[src/rtl/gray_pkg.sv]
`default_nettype none
// ============================================================================
//  Module      : gray_pkg
//  Description : Shared encodings for the Gray sequencer: FSM state codes
//                (IDLE, RUN) and run-mode codes (one-shot, continuous).
//  Revision    : 1.0  initial release
// ============================================================================
package gray_pkg;

    localparam int C_STATE_W = 1;

    localparam logic [C_STATE_W-1:0] C_ST_IDLE = 1'b0;
    localparam logic [C_STATE_W-1:0] C_ST_RUN  = 1'b1;

    localparam logic C_MODE_ONESHOT = 1'b0;
    localparam logic C_MODE_CONT    = 1'b1;

endpackage : gray_pkg
`default_nettype wire

[src/rtl/gray_cnt_core.sv]
`default_nettype none
// ============================================================================
//  Module      : gray_cnt_core
//  Description : N-bit binary counter with a registered Gray-coded copy.
//                clr has priority over en; both outputs update together so
//                gray_out always equals bin ^ (bin >> 1).
//  Ports       : clk, rst (sync, active-high)
//                clr      - zero the count
//                en       - advance the count by one (wraps modulo 2^N)
//                bin      - binary count
//                gray_out - Gray code of bin
//  Revision    : 1.0  initial release
// ============================================================================
module gray_cnt_core #(
    parameter int N = 4
) (
    input  logic         clk,
    input  logic         rst,
    input  logic         clr,
    input  logic         en,
    output logic [N-1:0] bin,
    output logic [N-1:0] gray_out
);

    logic [N-1:0] w_bin_nxt;

    always_comb begin
        w_bin_nxt = bin;
        if (clr) begin
            w_bin_nxt = '0;
        end else if (en) begin
            w_bin_nxt = bin + N'(1);
        end
    end

    // Gray is computed from the next binary value so both registers stay
    // aligned in the same cycle.
    always_ff @(posedge clk) begin
        if (rst) begin
            bin      <= '0;
            gray_out <= '0;
        end else begin
            bin      <= w_bin_nxt;
            gray_out <= w_bin_nxt ^ (w_bin_nxt >> 1);
        end
    end

endmodule : gray_cnt_core
`default_nettype wire

[src/rtl/gray_seq_ctrl.sv]
`default_nettype none
// ============================================================================
//  Module      : gray_seq_ctrl
//  Description : Two-state (IDLE/RUN) sequencer stepping a Gray counter at a
//                programmable period of presc+1 clocks, in one-shot (len
//                steps) or continuous mode. All outputs are registered.
//  Ports       : clk, rst (sync, active-high)
//                start, stop    - run / abort requests (stop wins)
//                mode, len, presc - captured when start is accepted
//                gray_out       - current Gray value
//                step           - pulse in the cycle gray_out changes
//                busy           - high while in RUN
//                done           - pulse when a one-shot run completes
//  Revision    : 1.0  initial release
// ============================================================================
module gray_seq_ctrl
    import gray_pkg::*;
#(
    parameter int N       = 4,
    parameter int PRESC_W = 8
) (
    input  logic               clk,
    input  logic               rst,
    input  logic               start,
    input  logic               stop,
    input  logic               mode,
    input  logic [N-1:0]       len,
    input  logic [PRESC_W-1:0] presc,
    output logic [N-1:0]       gray_out,
    output logic               step,
    output logic               busy,
    output logic               done
);

    logic [C_STATE_W-1:0] r_state;
    logic                 r_mode;
    logic [N-1:0]         r_len;
    logic [PRESC_W-1:0]   r_presc;
    logic [PRESC_W-1:0]   r_pcnt;
    logic                 r_step;
    logic                 r_done;

    logic [N-1:0]         w_bin;
    logic                 w_run;
    logic                 w_accept;
    logic                 w_tick;
    logic                 w_zero_len;
    logic                 w_adv;
    logic                 w_last;

    always_comb begin
        w_run      = (r_state == C_ST_RUN) && !stop;
        w_accept   = (r_state == C_ST_IDLE) && start && !stop;
        w_tick     = w_run && (r_pcnt == r_presc);
        // A zero-length one-shot finishes after one RUN cycle without stepping.
        w_zero_len = w_run && (r_mode == C_MODE_ONESHOT) && (r_len == '0);
        w_adv      = w_tick && !w_zero_len;
        // bin equals the number of steps taken so far, so the step that makes
        // bin reach len is the final one of a one-shot run.
        w_last     = w_adv && (r_mode == C_MODE_ONESHOT) && ((w_bin + N'(1)) == r_len);
    end

    always_ff @(posedge clk) begin
        if (rst) begin
            r_state <= C_ST_IDLE;
            r_mode  <= 1'b0;
            r_len   <= '0;
            r_presc <= '0;
            r_pcnt  <= '0;
            r_step  <= 1'b0;
            r_done  <= 1'b0;
        end else begin
            r_step <= w_adv;
            r_done <= w_last || w_zero_len;

            case (r_state)
                C_ST_IDLE: begin
                    if (w_accept) begin
                        r_state <= C_ST_RUN;
                        r_mode  <= mode;
                        r_len   <= len;
                        r_presc <= presc;
                        r_pcnt  <= '0;
                    end
                end
                C_ST_RUN: begin
                    if (stop || w_last || w_zero_len) begin
                        r_state <= C_ST_IDLE;
                    end
                    if (w_run) begin
                        r_pcnt <= w_tick ? '0 : r_pcnt + PRESC_W'(1);
                    end
                end
                default: begin
                    r_state <= C_ST_IDLE;
                end
            endcase
        end
    end

    gray_cnt_core #(
        .N (N)
    ) u_core (
        .clk      (clk),
        .rst      (rst),
        .clr      (w_accept),
        .en       (w_adv),
        .bin      (w_bin),
        .gray_out (gray_out)
    );

    assign step = r_step;
    assign done = r_done;
    assign busy = (r_state == C_ST_RUN);

endmodule : gray_seq_ctrl
`default_nettype wire

[config.mk]
export PLATFORM = sky130hd
export DESIGN_NAME = gray_seq_ctrl
export DESIGN_NICKNAME = d
export VERILOG_FILES = /design/src/rtl/gray_pkg.sv /design/src/rtl/gray_cnt_core.sv /design/src/rtl/gray_seq_ctrl.sv
export SDC_FILE = /design/constraint.sdc
export NUM_CORES = 1
export LEC_CHECK = 0
export ABC_AREA = 1
export CAP_MARGIN = 5
export CELL_PAD_IN_SITES_DETAIL_PLACEMENT = 1
export CELL_PAD_IN_SITES_GLOBAL_PLACEMENT = 2
export CORE_MARGIN = 3
export CORE_UTILIZATION = 29
export DETAILED_ROUTE_END_ITERATION = 7
export PLACE_DENSITY = 0.81
export RECOVER_POWER = 25
export SLEW_MARGIN = 40
export SYNTH_ARGS = -nofsm -noshare
export SYNTH_HDL_FRONTEND = slang
export SYNTH_HIERARCHICAL = 1
export SYNTH_SLANG_ARGS = --single-unit
[constraint.sdc]
create_clock -name clk -period 2.1 [get_ports clk]
set_clock_uncertainty 0.05 [all_clocks]
set_input_delay 0.315 -clock clk [delete_from_list [all_inputs] [get_ports clk]]
set_output_delay 0.315 -clock clk [all_outputs]
set_load 0.01 [all_outputs]
Yosys cells after proc, flatten, opt, wreduce, memory -nomap -nowiden
Index checks and enable logic that the tools add are counted.

storage, ports and cells
  output and inout port bits = 7
  register bits = 32
  logic and storage cells = 44
  input port bits = 17

cells by class
  equal/unequal tests = 4
  muxes and demuxes = 9
  add/subtract/negate cells = 2
  reduce and logical (&&, ||, !) cells = 17
  bitwise gates (word level) = 3

operators by type and width
  kind                 number
  $mux 8               3
  $pmux 8 s2           1
  $logic_and 1x1->1    9
  $add 8x1->8 const B  1
  $eq 8x8->1           1
  $mux 4               2
  $add 4x1->4 const B  1
  $eq 4x4->1           1
  $logic_not 4->1      1
  $ne 2x1->1 const B   2
  $reduce_and 2->1     2
  $xor 4x3->4          1
  $logic_or 1x1->1     3
  $logic_not 1->1      2
  $mux 1               2
  $not 1->1            2
  $pmux 1 s2           1

Logic depth before layout (Yosys ltp)
Gate-level depths: netlist of the first run.

  depth after elaboration = 12
  gate-level depth with buffers = 15
  gate-level depth less buffers = 15

Modules after synthesis
The synthesis of the first run kept the hierarchy.

modules (own cells, without submodules)
  module         seq. area each (um^2)  area an instance (um^2)  instances  cells an instance
  gray_seq_ctrl  480.5                  1330.0                   1          203
  gray_cnt_core  140.1                  351.6                    1          49

Least setup slack after synthesis of the first run
Ideal clock, no wire load.

  path kind = reg2reg
  start = register r_state, in the netlist busy
  end = register u_core.gray_out[0]
  slack = 501 ps
  clock period less this slack = 1599 ps
  cell stages (with the launch flop) = 11
  required time = 1934 ps
  library setup time = 116 ps
  buffers on the path = 1
  arrival = 1433 ps
  path through = dfxtp_1 -> nand2_1 -> inv_1 -> buf_2 -> nand3_1 -> nand2_1 -> inv_1 -> nand2_2 -> nand3_1 -> o21ai_0 -> nor2_1

on the way
  longest elaborated chain between the ends = 8
  elaborated cells between the ends (all ways) = 12
  classes of those cells = mux (2); bitwise (2); reduce/logical (8)

RTL lines
  element                         RTL line             RTL
  start: declaration              gray_seq_ctrl.sv:35  logic [C_STATE_W-1:0] r_state;
  start signal: assignment        gray_seq_ctrl.sv:65  r_state <= C_ST_IDLE;
  start signal: assignment        gray_seq_ctrl.sv:79  r_state <= C_ST_RUN;
  start signal: assignment        gray_seq_ctrl.sv:88  r_state <= C_ST_IDLE;
  $logic_and 1x1->1 (*)           gray_seq_ctrl.sv:52  w_run = (r_state == C_ST_RUN) && !stop;
  $logic_and 1x1->1 (2 in a row)  gray_seq_ctrl.sv:56  w_zero_len = w_run && (r_mode == C_MODE_ONESHOT) && (r_len == '0);
  $logic_not 1->1                 gray_seq_ctrl.sv:57  w_adv = w_tick && !w_zero_len;
  $logic_and 1x1->1 (*)           gray_seq_ctrl.sv:57
  via w_adv                       gray_seq_ctrl.sv:48  logic w_adv;
  $mux 4 (*)                      gray_cnt_core.sv:31  end else if (en) begin
  $mux 4 (*)                      gray_cnt_core.sv:29  if (clr) begin
  $xor 4x3->4 (*)                 gray_cnt_core.sv:44  gray_out <= w_bin_nxt ^ (w_bin_nxt >> 1);
  end signal: assignment          gray_cnt_core.sv:44
  end: declaration                gray_cnt_core.sv:22  output logic [N-1:0] gray_out

Mark *: on every way through the listed nets, which the timed path passes. The rest lies on a longest branch.
A chain may end at the register's enable or synchronous reset.

Worst setup path after layout of the first run
  start = register r_pcnt[3]
  end = register u_core.gray_out[2]

on the way
  longest elaborated chain between the ends = 6

RTL lines
  element                   RTL line             RTL
  start: declaration        gray_seq_ctrl.sv:39  logic [PRESC_W-1:0] r_pcnt;
  start signal: assignment  gray_seq_ctrl.sv:91  r_pcnt <= w_tick ? '0 : r_pcnt + PRESC_W'(1);
  $eq 8x8->1                gray_seq_ctrl.sv:54  w_tick = w_run && (r_pcnt == r_presc);
  $logic_and 1x1->1         gray_seq_ctrl.sv:54
  $logic_and 1x1->1         gray_seq_ctrl.sv:57
  via w_adv                 gray_seq_ctrl.sv:48
  $mux 4                    gray_cnt_core.sv:31
  $mux 4                    gray_cnt_core.sv:29
  $xor 4x3->4               gray_cnt_core.sv:44

The timed path passes the listed nets, and every way through them passes these cells.

==> results.md, run 1 <==
* Synth area leaders: dfxtp_1 (37%), nand2_1 (13%), inv_1 (8.9%), nor2_1 (6.9%), o21ai_0 (6.5%)
* Synthesized-area fraction occupied by ao, oa, aoi and oai cells at 0.131
* Unrepaired setup endpoints after global routing: false
* Core Util, Final at 0.385
* Mapped Cells at between 200 and 300
* Reg clk slew, reported paths at roughly 0.070 ns
* Post-layout nets at 304
* Peak VDD IR at ~0.28 mV
* Yosys top cell area share at 0.369
* Fin crit period at ~1.9 ns
* Slew headroom at 0.477
* RD Place Congestion at ~0.78
* Hold Fails Final Rpt at 0
* H-tree levels at 2
* Die H at between 80 and 90 um
* Simple-Gate Fraction of Synth Area at 0.324
* Run status: finished, final reports clean
* Prevailing post-synth register cell: dfxtp_1
* CP required at between 2 and 2.5 ns
* Final Max Tran Viols at 0
* DP Area at between 2000 and 2500 sq um
* Initial Util at 0.302
* First drt pass iteration count at 4
* Setup Viol. Count Final at 0
* Die area at ~6700 sq um
* CTS sink count at 31
* Unique masters post-synth at 25
* Floorplan core area at 5570 sq um
* Initial DRC count at 80
* # IOs at 24
* WHS Endpoint: r_presc[5]
* HP Start: r_presc[5]
* CP Max Fanout at 6
* Clk_lat worst skew at approximately 0.28 ns
* CTS buffer count at 5
* CP endpoint kind: register
* Worst R2R End: u_core/gray_out[2]
* Share of layout cells above drive strength 1 at 0.123
* Multi-input gate area at about 870 sq um
* CTS root buffer: clkbuf_8
* Largest net degree at the start of global routing at 22
* Total GRT Usage at 0.144
* Fin area at about 2100 sq um
* Critical path launch point type: register
* Mux contribution to synthesized area at 0
* Hold Crit Class: reg -> reg
* Critical path type: reg -> reg
* Setup slack, reg-to-reg at between 0.2 and 0.25 ns
* Vias per cell at between 4 and 5
* Fin crit share at 0.893
* Synth Area in Adders at 0.0223
* Clk buf depth at 2
* Hpwl dp at 3260 um
* Worst path arrival time at 2.01 ns
* FP Rows at 27
* Worst R2R Start: r_pcnt[3]
* Leak at between 0.9 and 1 nW
* Initial antenna violation count at 0
* Worst-Margin Slew at about 0.78 ns
* Gr ovfl total at 0
* Routed len/inst at roughly 12 um
* Xor and xnor area share after synthesis at 0.0409
* Sequential area share after synthesis at 0.369
* ANT cells at 0
* Setup bufs post-CTS at 0
* Storage element area at slightly above 600 sq um
* First-pass GRT wire length at about 7400 um
* DRT Wirelength at around 4300 um
* Via count at approximately 1.6k
* Filler cells at 733
* Die width at 82.2 um
* Area Growth Syn to Fin at 27.5%
* Mapped Nets at 272
* Worst reg2reg path depth at 13
* Ys Warns at 6
* Number of global-route vias before repair at ~1.6k
* Synth Register Bits at 31
* Avg Cell Area, Syn at 6.67 sq um
* Synthesized area at ~1700 sq um
* Synth async-reset ratio at 0
* DR DRC count at 0
* Max-cap violations at 0
* Synth area leader: dfxtp_1
* Antenna-violating nets left at 0
* Largest family of logic cells by synthesized area: simple AND/OR/NAND/NOR gates
* Worst hold stages at 2
* CTS tree: built
* Power density over the cells at 657 nW/um^2
* Number of I/O port buffers at 23
* Max frequency at about 0.53 GHz
* EDFF count, synth at 0
## cells in the mapped netlist (3+ instances only)
cell type and count:
ha_1 3, o21ai_0 22, inv_1 40, nand3_1 18, nor2_1 31, nand3_2 5
xor2_1 4, a21oi_1 16, nand2_1 56, dfxtp_1 31, nor2_2 4
## stage by stage
step                total power [mW]  hold slack [ns]  setup slack (ns)  TNS (ns)  cells
finish                          1.41            0.423             0.225         0    357
global route                    1.48            0.454           0.00169         0    357
CTS                             1.44            0.425             0.145         0    357
detailed placement             0.808            0.414           -0.0315   -0.0315    349
global placement               0.805            0.407            0.0334         0    349
floorplan                      0.730            0.334             0.501         0    252
## how the worst max path moves through the flow
stage	start	endpoint	cells past startpoint
2_1_floorplan	busy	u_core/gray_out[0]	10
3_3_place_gp	stop	u_core/gray_out[2]	13
3_5_place_dp	stop	u_core/gray_out[2]	13
4_1_cts	r_pcnt[3]	u_core/gray_out[2]	13
5_1_grt	r_pcnt[3]	u_core/gray_out[0]	13
6_report	r_pcnt[3]	u_core/gray_out[2]	13
## cells by family (layout without fill, tap and decap cells)
| family | after synthesis | count (layout) |
|---|---|---|
| AND/OR/NAND/NOR | 121 | 121 |
| buffers and inverters | 48 | 81 |
| AO/OA/AOI/OAI | 42 | 42 |
| flip-flops | 31 | 31 |
| XOR/XNOR | 7 | 7 |
| adder cells (fa/ha/maj) | 3 | 3 |
## layout make-up
type,count,area share
clock buffer,6,0.0385
clock inverter,2,0.0163
inverter,42,0.0736
multi-input combinational,173,0.406
sequential,31,0.290
tap,72,0.0420
timing repair buffer,31,0.134
## power by group
group          total, mW  switching [mW]  internal, mW
Clock              0.619           0.235         0.384
Combinational      0.165          0.0886        0.0760
Sequential         0.626          0.0157         0.610
Total               1.41           0.339          1.07
## cell usage in the layout, fill, tap and decap left out, types with 2 or more instances in the layout
cell type,count
buf_4,6
clkdlybuf4s50_1,23
nor2_1,31
nand3_1,19
ha_1,3
nand2_1,55
xor2_1,4
inv_1,39
clkbuf_8,6
nor2_2,4
a21oi_1,16
inv_2,3
a21oi_2,2
nand3_2,4
nand2_2,3
xnor2_1,2
dfxtp_1,30
nor2_4,2
nand4_1,2
o21ai_0,22
## repair_timing
item,CTS,global route
gates resized for setup,0,3
endpoints found under the setup margin,0,3
hold buffers,0,0
## sequential cells by signal, summed over array words and instances (netlist names)
register         flops
step                 1
u_core/gray_out      3
done                 1
u_core/bin           4
r_mode               1
busy                 1
r_pcnt               8
r_len                4
r_presc              8
## per-layer routing
metal | track usage | vias up | routed length, um
met1 | 0.185 | 731 | 2190
met3 | 0.0260 | 5 | 111
met2 | 0.240 | 24 | 1950
met4 | 0.0515 | 0 | 46
met5 | 0 | - | 0
li1 | - | 852 | -
## worst max-delay path: stages (launching register included)
cell      delay [ns]
dfxtp_1         0.49
inv_2           0.08
nand2_1         0.06
nand2_1         0.07
nor2_1          0.09
nand3_1         0.13
nor2_2          0.12
nand2_1         0.08
inv_2           0.11
nand2_2         0.09
o21bai_1        0.20
nand3_2         0.09
nand2_1         0.07
nand2_1         0.04
(Power assumes the default switching activity.)
==> inputs of run 2 (changes only) <==
--- a/config.mk
+++ b/config.mk
@@ -11,6 +11,7 @@
 export CELL_PAD_IN_SITES_GLOBAL_PLACEMENT = 2
 export CORE_MARGIN = 3
 export CORE_UTILIZATION = 29
+export CTS_CLUSTER_SIZE = 24
 export DETAILED_ROUTE_END_ITERATION = 7
 export PLACE_DENSITY = 0.81
 export RECOVER_POWER = 25
==> results of run 2 <==
Same layout as run 1: the final DEF is identical, and so are final timing and power.
==> inputs of run 3 (changes only) <==
--- a/config.mk
+++ b/config.mk
@@ -5,15 +5,14 @@
 export SDC_FILE = /design/constraint.sdc
 export NUM_CORES = 1
 export LEC_CHECK = 0
-export ABC_AREA = 1
 export CAP_MARGIN = 5
 export CELL_PAD_IN_SITES_DETAIL_PLACEMENT = 1
 export CELL_PAD_IN_SITES_GLOBAL_PLACEMENT = 2
 export CORE_MARGIN = 3
-export CORE_UTILIZATION = 29
+export CORE_UTILIZATION = 31
 export CTS_CLUSTER_SIZE = 24
 export DETAILED_ROUTE_END_ITERATION = 7
-export PLACE_DENSITY = 0.81
+export PLACE_DENSITY = 0.8
 export RECOVER_POWER = 25
 export SLEW_MARGIN = 40
 export SYNTH_ARGS = -nofsm -noshare
==> results.md, run 3 <==
* Number of global-route vias before repair at between 1k and 1.5k
* Number of I/O port buffers at 23
* Final Max Tran Viols at 0
* ANT cells at 0
* Slowest cell on crit path: or3_4
* DR DRC count at 0
* Slew headroom at 0.695
* Fin worst setup slack at between 0.1 and 0.15 ns
* Synth async-reset ratio at 0
* EDFF count, synth at 0
* Hpwl dp at 2990 um
* CP required at ~2.3 ns
* Total GRT Usage at 0.145
* CTS tree: built
* Leak at roughly 0.79 nW
* Yosys top cell area share at 0.401
* Clk buf depth at 2
* Unique masters post-synth at 46
* Finished Layout Cells at roughly 290
* Prevailing post-synth register cell: dfxtp_1
* Max frequency at between 0.5 and 0.6 GHz
* Setup slack, reg-to-reg at 0.13 ns
* Fin crit period at 1.97 ns
* Die width at around 77 um
* CTS buffer count at 5
* Max-cap violations at 0
* DRT Wirelength at 3920 um
* CTS sink count at 31
* First drt pass iteration count at 4
* Die area at between 5000 and 6000 sq um
* Core Util, Final at 0.430
* Clk_lat worst skew at roughly 0.28 ns
* Initial Util at 0.323
* Synth area leaders: dfxtp_1 (40%), nand2_1 (8.0%), xnor2_1 (7.4%), a21oi_1 (5.2%), nor2_1 (3.6%)
* Initial DRC count at 53
* Unrepaired setup endpoints after global routing: false
* Critical path type: reg -> reg
* Largest net degree at the start of global routing at 24
* Floorplan core area at approximately 4800 sq um
* Cts hold-fix bufs at 0
* FP Rows at 25
* Cells after DPL at roughly 280
* Vias per cell at roughly 4.7
* Fin crit share at 0.936
* Critical path launch point type: register
* Setup Viol. Count Final at 0
* CP cell instances: xnor2_1, nand4_1, or3_4, nor2_4, nand3b_1, a21boi_2, a21o_1, a21oi_2
* Routed len/inst at roughly 14 um
* Antenna-violating nets left at 0
* Via count at 1333
* Reg clk slew, reported paths at approximately 0.060 ns
* Die H at around 77 um
* Power density over the cells at 625 nW/um^2
* Hold Fails Final Rpt at 0
* Synth Register Bits at 31
* Top post-synthesis cells by count: nand2_1 (33), dfxtp_1 (31), a21oi_1 (16)
* Sequential area share after synthesis at 0.401
* Ys Warns at 6
* Launch point of the critical path: r_pcnt[3]
* Hold slack at 0.430 ns
* Max stage delay on crit path at 0.41 ns
* Pwr Total at between 1 and 1.5 mW
* Commonest non-fill, non-tap cell in the layout: nand2_1
* Worst-Margin Slew at around 0.45 ns
* Synthesized area at about 1500 sq um
* Post-layout nets at roughly 240
* Synth area leader: dfxtp_1
* Worst path arrival time at 2.14 ns
* Hold Crit Class: reg -> reg
* Mapped Nets at 199
* Worst R2R Start: r_pcnt[3]
* Peak VDD IR at between 0.3 and 0.4 mV
* HP Start: r_len[2]
* # IOs at 24
* Mapped Cells at 179
* Top-count cell post-synth: nand2_1
* Setup bufs post-CTS at 0
* Place WS at -0.238 ns
* Initial antenna violation count at 0
* Run status: finished, final reports clean
* Setup crit end: u_core/gray_out[2]
* Worst reg2reg path depth at 8
* Worst R2R End: u_core/gray_out[2]
* Leading cell types in the layout, fill and taps excluded: nand2_1 (33), dfxtp_1 (31), clkdlybuf4s50_1 (18)
* Gr ovfl total at 0
* Avg Cell Area, Syn at about 8.6 sq um
* First-pass GRT wire length at 6770 um
* CP endpoint kind: register
* RD Place Congestion at between 0.7 and 0.8
* Top Registers: r_pcnt: 8 flops, r_presc: 8 flops
* CTS root buffer: clkbuf_8
* Share of layout cells above drive strength 1 at 0.201
* CP Max Fanout at 5
* Area Growth Syn to Fin at 33.2%
* H-tree levels at 2
## run 3: changes by cell type after synthesis, moves of 3 or more
| cell | previous run | this run |
|---|---|---|
| nor2_2 | 4 | 0 |
| nand3_2 | 5 | 0 |
| nand2_1 | 56 | 33 |
| nor2_1 | 31 | 15 |
| nor3_1 | 0 | 3 |
| o21ai_0 | 22 | 3 |
| xnor2_1 | 2 | 13 |
| nand3_1 | 18 | 5 |
| inv_1 | 40 | 2 |
## run 3: power by group
group | switching [mW] | total (mW) | leakage, nW | internal [mW]
clock | 0.212 | 0.511 | 0.0515 | 0.299
sequential | 0.0143 | 0.619 | 0.252 | 0.605
combinational | 0.0738 | 0.157 | 0.491 | 0.0831
## run 3: how the worst min path moves through the flow
| stage | end | slack (ns) | cells after the start |
|---|---|---|---|
| after floorplan | r_mode | 0.39 | 2 |
| after detailed placement | r_mode | 0.42 | 2 |
| final | r_len[2] | 0.43 | 2 |
| after global placement | r_presc[1] | 0.41 | 2 |
| after CTS | r_mode | 0.43 | 2 |
| after global routing | r_len[2] | 0.46 | 2 |
## run 3: cell families (layout without fill, tap and decap cells)
family / Yosys count / in the layout / synth area share
AOI/OAI and AO/OA: 31 / 31 / 0.132
xor gates and xnor gates: 22 / 22 / 0.139
adders and majority gates: 3 / 3 / 0.0243
buffers and inverters: 12 / 52 / 0.0413
DFF: 31 / 31 / 0.401
muxes: 2 / 2 / 0.0129
and+or+nand+nor: 78 / 78 / 0.249
## run 3: worst max-delay path: cells and delay by family (launching register included)
| family | cells | cell delay, ns |
|---|---|---|
| xor gates and xnor gates | 1 | 0.14 |
| AOI/OAI and AO/OA | 3 | 0.48 |
| DFF | 1 | 0.39 |
| and+or+nand+nor | 4 | 0.84 |
## run 3: area by class of cell
class	instances	area, sq um
sequential	31	621
multi-input combinational	136	881
inverter	3	11.3
clock buffer	8	100
timing repair buffer	41	363
tap	67	83.8
fill	566	2730
## run 3: per-layer routing
layer	GRT usage	share of wire	vias up
met4	0.0543	0.014	0
met1	0.186	0.48	623
met2	0.236	0.47	24
met3	0.0355	0.037	5
li1	-	-	681
met5	0	0	-
## run 3: per-stage QoR
| step | setup TNS (ns) | instance area, sq um |
|---|---|---|
| 6_report | 0 | 2060 |
| 5_1_grt | 0 | 2060 |
| 2_1_floorplan | 0 | 1550 |
| 4_1_cts | 0 | 2050 |
| 3_3_place_gp | -0.528 | 1940 |
| 3_5_place_dp | -0.860 | 1940 |
## run 3: what timing repair did
item | CTS | global route
gates resized for setup | 1 | 3
setup endpoints to repair | 1 | 2
cloned | 0 | 0
